File: src/rtl/genius_sprite_seq.sv
// Sprite-flag sequencer between the Genius game controller and the VGA sprite
// renderer. Turns controller events into a one-hot sprite vector with a
// minimum colour hold time, a blank gap between colours, a one-entry pending
// buffer for colours that arrive during that gap, and blinking LOSE/WIN sprites.
module genius_sprite_seq #(
  parameter int NUM_COLORS = 4,
  parameter int CW         = 2,
  parameter int MIN_HOLD   = 8,
  parameter int GAP_FRAMES = 2,
  parameter int BLINK_HALF = 15,
  parameter int TW         = 8
) (
  input  logic                  CLK,
  input  logic                  RESET,
  input  logic                  FRAME_TICK,
  input  logic                  PWR_BTN,
  input  logic                  VGA_FLAG,
  input  logic [CW-1:0]         VGA_COLOR,
  input  logic                  VGA_LOSE,
  input  logic                  VGA_WIN,
  output logic [NUM_COLORS+2:0] SPRITES_FLAGS,
  output logic                  BUSY,
  output logic                  COLOR_ERR
);

  localparam logic [2:0] ST_OFF  = 3'd0;
  localparam logic [2:0] ST_ON   = 3'd1;
  localparam logic [2:0] ST_SHOW = 3'd2;
  localparam logic [2:0] ST_GAP  = 3'd3;
  localparam logic [2:0] ST_LOSE = 3'd4;
  localparam logic [2:0] ST_WIN  = 3'd5;

  localparam logic [TW-1:0] HOLD_INIT  = TW'(MIN_HOLD);
  localparam logic [TW-1:0] GAP_INIT   = TW'(GAP_FRAMES);
  localparam logic [TW-1:0] BLINK_LAST = TW'(BLINK_HALF - 1);

  logic [2:0]    state_q, state_d;
  logic [CW-1:0] color_q, color_d;
  logic [TW-1:0] hold_q, hold_d;
  logic [TW-1:0] gap_q, gap_d;
  logic [TW-1:0] blinkCnt_q, blinkCnt_d;
  logic          phase_q, phase_d;
  logic          pendValid_q, pendValid_d;
  logic [CW-1:0] pendColor_q, pendColor_d;
  logic          colorErr_q, colorErr_d;

  logic colorInRange;
  logic validFlag;

  // A colour index is usable only if it names one of the physical pads.
  always_comb begin
    colorInRange = 1'b0;
    for (int i = 0; i < NUM_COLORS; i++) begin
      if (VGA_COLOR == CW'(i)) colorInRange = 1'b1;
    end
    validFlag = VGA_FLAG && colorInRange;
  end

  // Next-state logic: lose beats win beats everything else, and every
  // entry into LOSE/WIN/SHOW reinitialises the counters it owns.
  always_comb begin
    state_d     = state_q;
    color_d     = color_q;
    hold_d      = hold_q;
    gap_d       = gap_q;
    blinkCnt_d  = blinkCnt_q;
    phase_d     = phase_q;
    pendValid_d = pendValid_q;
    pendColor_d = pendColor_q;
    colorErr_d  = VGA_FLAG && !colorInRange &&
                  (state_q == ST_OFF || state_q == ST_ON || state_q == ST_GAP);

    if (VGA_LOSE && state_q != ST_LOSE) begin
      state_d     = ST_LOSE;
      blinkCnt_d  = '0;
      phase_d     = 1'b1;
      hold_d      = '0;
      gap_d       = '0;
      pendValid_d = 1'b0;
    end else if (VGA_WIN && state_q != ST_WIN && state_q != ST_LOSE) begin
      state_d     = ST_WIN;
      blinkCnt_d  = '0;
      phase_d     = 1'b1;
      hold_d      = '0;
      gap_d       = '0;
      pendValid_d = 1'b0;
    end else begin
      case (state_q)
        ST_OFF, ST_ON: begin
          if (state_q == ST_OFF && PWR_BTN) begin
            state_d = ST_ON;
          end else if (validFlag) begin
            state_d = ST_SHOW;
            color_d = VGA_COLOR;
            hold_d  = HOLD_INIT;
          end
        end
        ST_SHOW: begin
          if (FRAME_TICK && hold_q != '0) hold_d = hold_q - 1'b1;
          if (hold_q == '0 && !VGA_FLAG) begin
            if (GAP_FRAMES == 0) begin
              state_d = ST_ON;
            end else begin
              state_d = ST_GAP;
              gap_d   = GAP_INIT;
            end
          end
        end
        ST_GAP: begin
          if (gap_q == '0) begin
            if (pendValid_q) begin
              state_d     = ST_SHOW;
              color_d     = pendColor_q;
              hold_d      = HOLD_INIT;
              pendValid_d = 1'b0;
            end else begin
              state_d = ST_ON;
            end
          end else begin
            if (FRAME_TICK) gap_d = gap_q - 1'b1;
            if (!pendValid_q && validFlag) begin
              pendValid_d = 1'b1;
              pendColor_d = VGA_COLOR;
            end
          end
        end
        ST_LOSE, ST_WIN: begin
          if ((state_q == ST_LOSE && !VGA_LOSE) || (state_q == ST_WIN && !VGA_WIN)) begin
            state_d    = ST_OFF;
            blinkCnt_d = '0;
          end else if (FRAME_TICK) begin
            if (blinkCnt_q == BLINK_LAST) begin
              blinkCnt_d = '0;
              phase_d    = !phase_q;
            end else begin
              blinkCnt_d = blinkCnt_q + 1'b1;
            end
          end
        end
        default: state_d = ST_OFF;
      endcase
    end
  end

  // State registers with synchronous reset; blink phase rests at 1.
  always_ff @(posedge CLK) begin
    if (RESET) begin
      state_q     <= ST_OFF;
      color_q     <= '0;
      hold_q      <= '0;
      gap_q       <= '0;
      blinkCnt_q  <= '0;
      phase_q     <= 1'b1;
      pendValid_q <= 1'b0;
      pendColor_q <= '0;
      colorErr_q  <= 1'b0;
    end else begin
      state_q     <= state_d;
      color_q     <= color_d;
      hold_q      <= hold_d;
      gap_q       <= gap_d;
      blinkCnt_q  <= blinkCnt_d;
      phase_q     <= phase_d;
      pendValid_q <= pendValid_d;
      pendColor_q <= pendColor_d;
      colorErr_q  <= colorErr_d;
    end
  end

  // Output decode from registered state only; colour 0 sits at the MSB.
  always_comb begin
    SPRITES_FLAGS = '0;
    case (state_q)
      ST_ON, ST_GAP: SPRITES_FLAGS[0] = 1'b1;
      ST_SHOW: begin
        SPRITES_FLAGS[0] = 1'b1;
        for (int i = 0; i < NUM_COLORS; i++) begin
          if (color_q == CW'(i)) SPRITES_FLAGS[NUM_COLORS+2-i] = 1'b1;
        end
      end
      ST_WIN:  SPRITES_FLAGS[1] = phase_q;
      ST_LOSE: SPRITES_FLAGS[2] = phase_q;
      default: SPRITES_FLAGS = '0;
    endcase
    BUSY      = (state_q == ST_SHOW) || (state_q == ST_GAP);
    COLOR_ERR = colorErr_q;
  end

endmodule

File: config.mk
export PLATFORM = sky130hd
export DESIGN_NAME = genius_sprite_seq
export DESIGN_NICKNAME = d
export VERILOG_FILES = /design/src/rtl/genius_sprite_seq.sv
export SDC_FILE = /design/constraint.sdc
export NUM_CORES = 1
export LEC_CHECK = 0
export CAP_MARGIN = 10
export CORE_MARGIN = 2
export CORE_UTILIZATION = 61
export CTS_CLUSTER_SIZE = 40
export DETAILED_ROUTE_END_ITERATION = 8
export GPL_ROUTABILITY_DRIVEN = 0
export PLACE_DENSITY = 0.85
export SETUP_SLACK_MARGIN = 0.2
export SYNTH_ARGS = -nofsm -noshare
export SYNTH_HDL_FRONTEND = slang
export SYNTH_SLANG_ARGS = --single-unit
File: constraint.sdc
create_clock -name CLK -period 2.9 [get_ports CLK]
set_input_delay 0.29 -clock CLK [delete_from_list [all_inputs] [get_ports CLK]]
set_output_delay 0.29 -clock CLK [all_outputs]
set_load 0.02 [all_outputs]
==> results_dict.tcl <==
set metrics [dict create \
    total_power_mw 0.9053 \
    crit_type "reg -> out" \
    syn-num-nets 243 \
    ys_types 47 \
    hp-start "hold_q[0]" \
    ios 18 \
    synthCells 228 \
    track_usage 0.2387 \
    first_iter_violations 82 \
    final_util 0.7097 \
    avgSynthCellArea_um2 8.188 \
    grt_overflow 0 \
    timing.hold.ws_ns 0.5044 \
    worst_slew_pin_slew_ns 0.5727 \
    syn_area_um2 1867 \
    setup_tns_ns 0 \
    rows 20 \
    ys_ff_latch 34 \
    synth_top_area_share 0.3646 \
    num_vias 1680 \
    grt_setup_unrepaired "no" \
    cts_made_buffers 5 \
    slew_viol_final 0 \
    hp-class "reg -> reg" \
    cp.arrival_ns 2.11 \
    synth_top_cell_by_area "dfxtp_1" \
    dp_hpwl_mm 2.683 \
    final_hold_viol_count 0 \
    path_max_fanout 13 \
    max_slew_margin 0.6142 \
    ant_nets 0 \
    clockBufferDepth 2 \
    clk_pin_slew_ns 0.11 \
    clock.fmax_mhz 416.3 \
    vias_per_cell 6.000 \
    synth.most_common_cell "nor2_1" \
    syn2layout_area_growth_pct 13.20 \
    synthTopCellsByCount "35 x nor2_1, 34 x dfxtp_1, 15 x a21oi_1" \
    maxCapViolations 0 \
    drive_above_1_share 0.06883 \
    routed_wl_mm 3.722 \
    fillers 252 \
    fin_crit_ns 2.402 \
    cellPowerDensity_nw_per_um2 428.4 \
    insertion_delay_ns 0.34 \
    tritoncts "done" \
    nets 261 \
    fin_crit_sh 0.8283 \
    setup_viol 0 \
    synthFlopType "dfxtp_1" \
    drcViolationCount 0 \
    io_buffers 17 \
    synth_edf_count 0 \
    antenna_found_initial 0 \
    worstPathRequired_ns 2.61 \
    die_width_um 59.32 \
    seq_area_frac_synth 0.3646 \
    cts_root_buf "clkbuf_4" \
    worst_setup_path_start_kind "register" \
    wl_per_cell_um 13.29 \
    async_reset_ff_frac 0 \
    endpoint_kind "output port" \
    startpoint "state_q[1]" \
    skew_ns 0.01087 \
    die-area_um2 3519 \
    cts.htree.levels 2 \
    grt_pass1_wl_mm 6.396 \
    r2r-start "state_q[2]" \
    yosys-top-cells-area "dfxtp_1 36%, nor2_1 7.0%, a21oi_1 4.0%, ha_1 4.0%, nand2_1 2.8%" \
    peakVddDrop_v 0.0002545 \
    leakagePower_nw 0.7318 \
    cts_sinks 34 \
    start_util 0.6269 \
    yosysWarnings 0 \
    fp.dieH_um 59.32 \
    core_region_area_um2 2978 \
    antenna_cells 0 \
    grt_max_degree 14 \
    firstDrtPassIters 4 \
    status "finished, final reports clean" \
    grt_pass1_vias 1479 \
]
-- layer usage --
metal | track usage | wire [um] | up-vias | part of all wire
met2 | 0.3893 | 1718 | 20 | 0.46
li1 | - | - | 855 | -
met3 | 0.07205 | 113 | 6 | 0.030
met5 | 0 | 0 | - | 0
met4 | 0.06818 | 40 | 0 | 0.011
met1 | 0.3045 | 1849 | 799 | 0.50
-- sequential cells by signal, summed over array words and instances, names as in the netlist --
signal / cells
COLOR_ERR: 1
blinkCnt_q: 8
color_q: 2
gap_q: 8
hold_q: 8
pendColor_q: 2
pendValid_q: 1
phase_q: 1
state_q: 3
-- report_power, final --
group | switching (mW) | internal, mW | leakage [nW]
Clock | 0.159 | 0.117 | 0.0353
Sequential | 0.0163 | 0.476 | 0.276
Combinational | 0.0804 | 0.0566 | 0.421
Total | 0.255 | 0.650 | 0.732
-- final cells by class --
| type | instances | area (um^2) | share of cell area |
|---|---|---|---|
| clock inverters | 1 | 5.005 | 0.002368 |
| multi-input cells | 178 | 1119 | 0.5293 |
| flip-flops and latches | 34 | 681.9 | 0.3227 |
| well taps | 33 | 41.29 | 0.01954 |
| inverters | 9 | 33.78 | 0.01599 |
| clock buffers | 7 | 55.05 | 0.02605 |
| repair buffers | 18 | 177.7 | 0.08407 |
-- kinds of logic (layout without fill, tap and decap cells) --
logic type,count (synthesis),in the layout,synth area share
buffers and inverters,16,35,0.03619
DFF,34,34,0.3646
other,1,1,0.002009
adders and majority gates,6,6,0.04021
muxes,5,5,0.02681
xor gates and xnor gates,12,12,0.05630
and+or+nand+nor,105,105,0.3043
AOI/OAI and AO/OA,49,49,0.1696
-- stage by stage --
stage | area [um^2] | cells | setup WS [ns]
finish | 2113 | 280 | 0.4979
global route | 2113 | 280 | 0.3335
CTS | 2112 | 280 | 0.3876
detailed placement | 2052 | 272 | 0.5559
global placement | 2052 | 272 | 0.5868
floorplan | 1867 | 228 | 0.8918
-- worst max-delay path, cell delays in order, from the launching register on --
cell and delay (ns):
dfxtp_2 0.46, nor2b_1 0.24, nand2_1 0.22, nor3b_1 0.22, clkdlybuf4s50_1 0.63
-- repair_timing --
item                                    in CTS  in global routing
resized for setup                            0                  1
endpoints found under the setup margin       0                  1
setup buffers                                0                  0
hold buffers                                 0                  0
-- cell usage in the layout, fill, tap and decap left out, types with 2 or more instances in the layout --
cell type,n
nor2_1,35
dfxtp_1,33
clkdlybuf4s50_1,17
a21oi_1,15
nand2_1,14
nor3_1,10
o21ai_0,10
inv_1,9
nand3_1,8
or3_1,6
xor2_1,6
xnor2_1,6
ha_1,6
nor3b_1,5
mux2i_1,5
clkbuf_4,5
a211oi_1,4
and3_1,3
nand2b_1,3
nor4_1,3
o31ai_1,3
a311oi_1,3
nand4_1,3
nor2b_1,2
nand3b_1,2
a31o_2,2
a31oi_1,2
and2_1,2
o21a_1,2
nor4b_1,2
-- path summary, 6_finish.rpt --
path                            to  cells past startpoint  slack, ns
hold / removal           hold_q[0]                      1       0.50
setup / recovery  SPRITES_FLAGS[5]                      4       0.50
hold reg to reg          hold_q[0]                      1       0.50
setup reg to reg     blinkCnt_q[1]                      5       0.72
(Power assumes the default switching activity.)
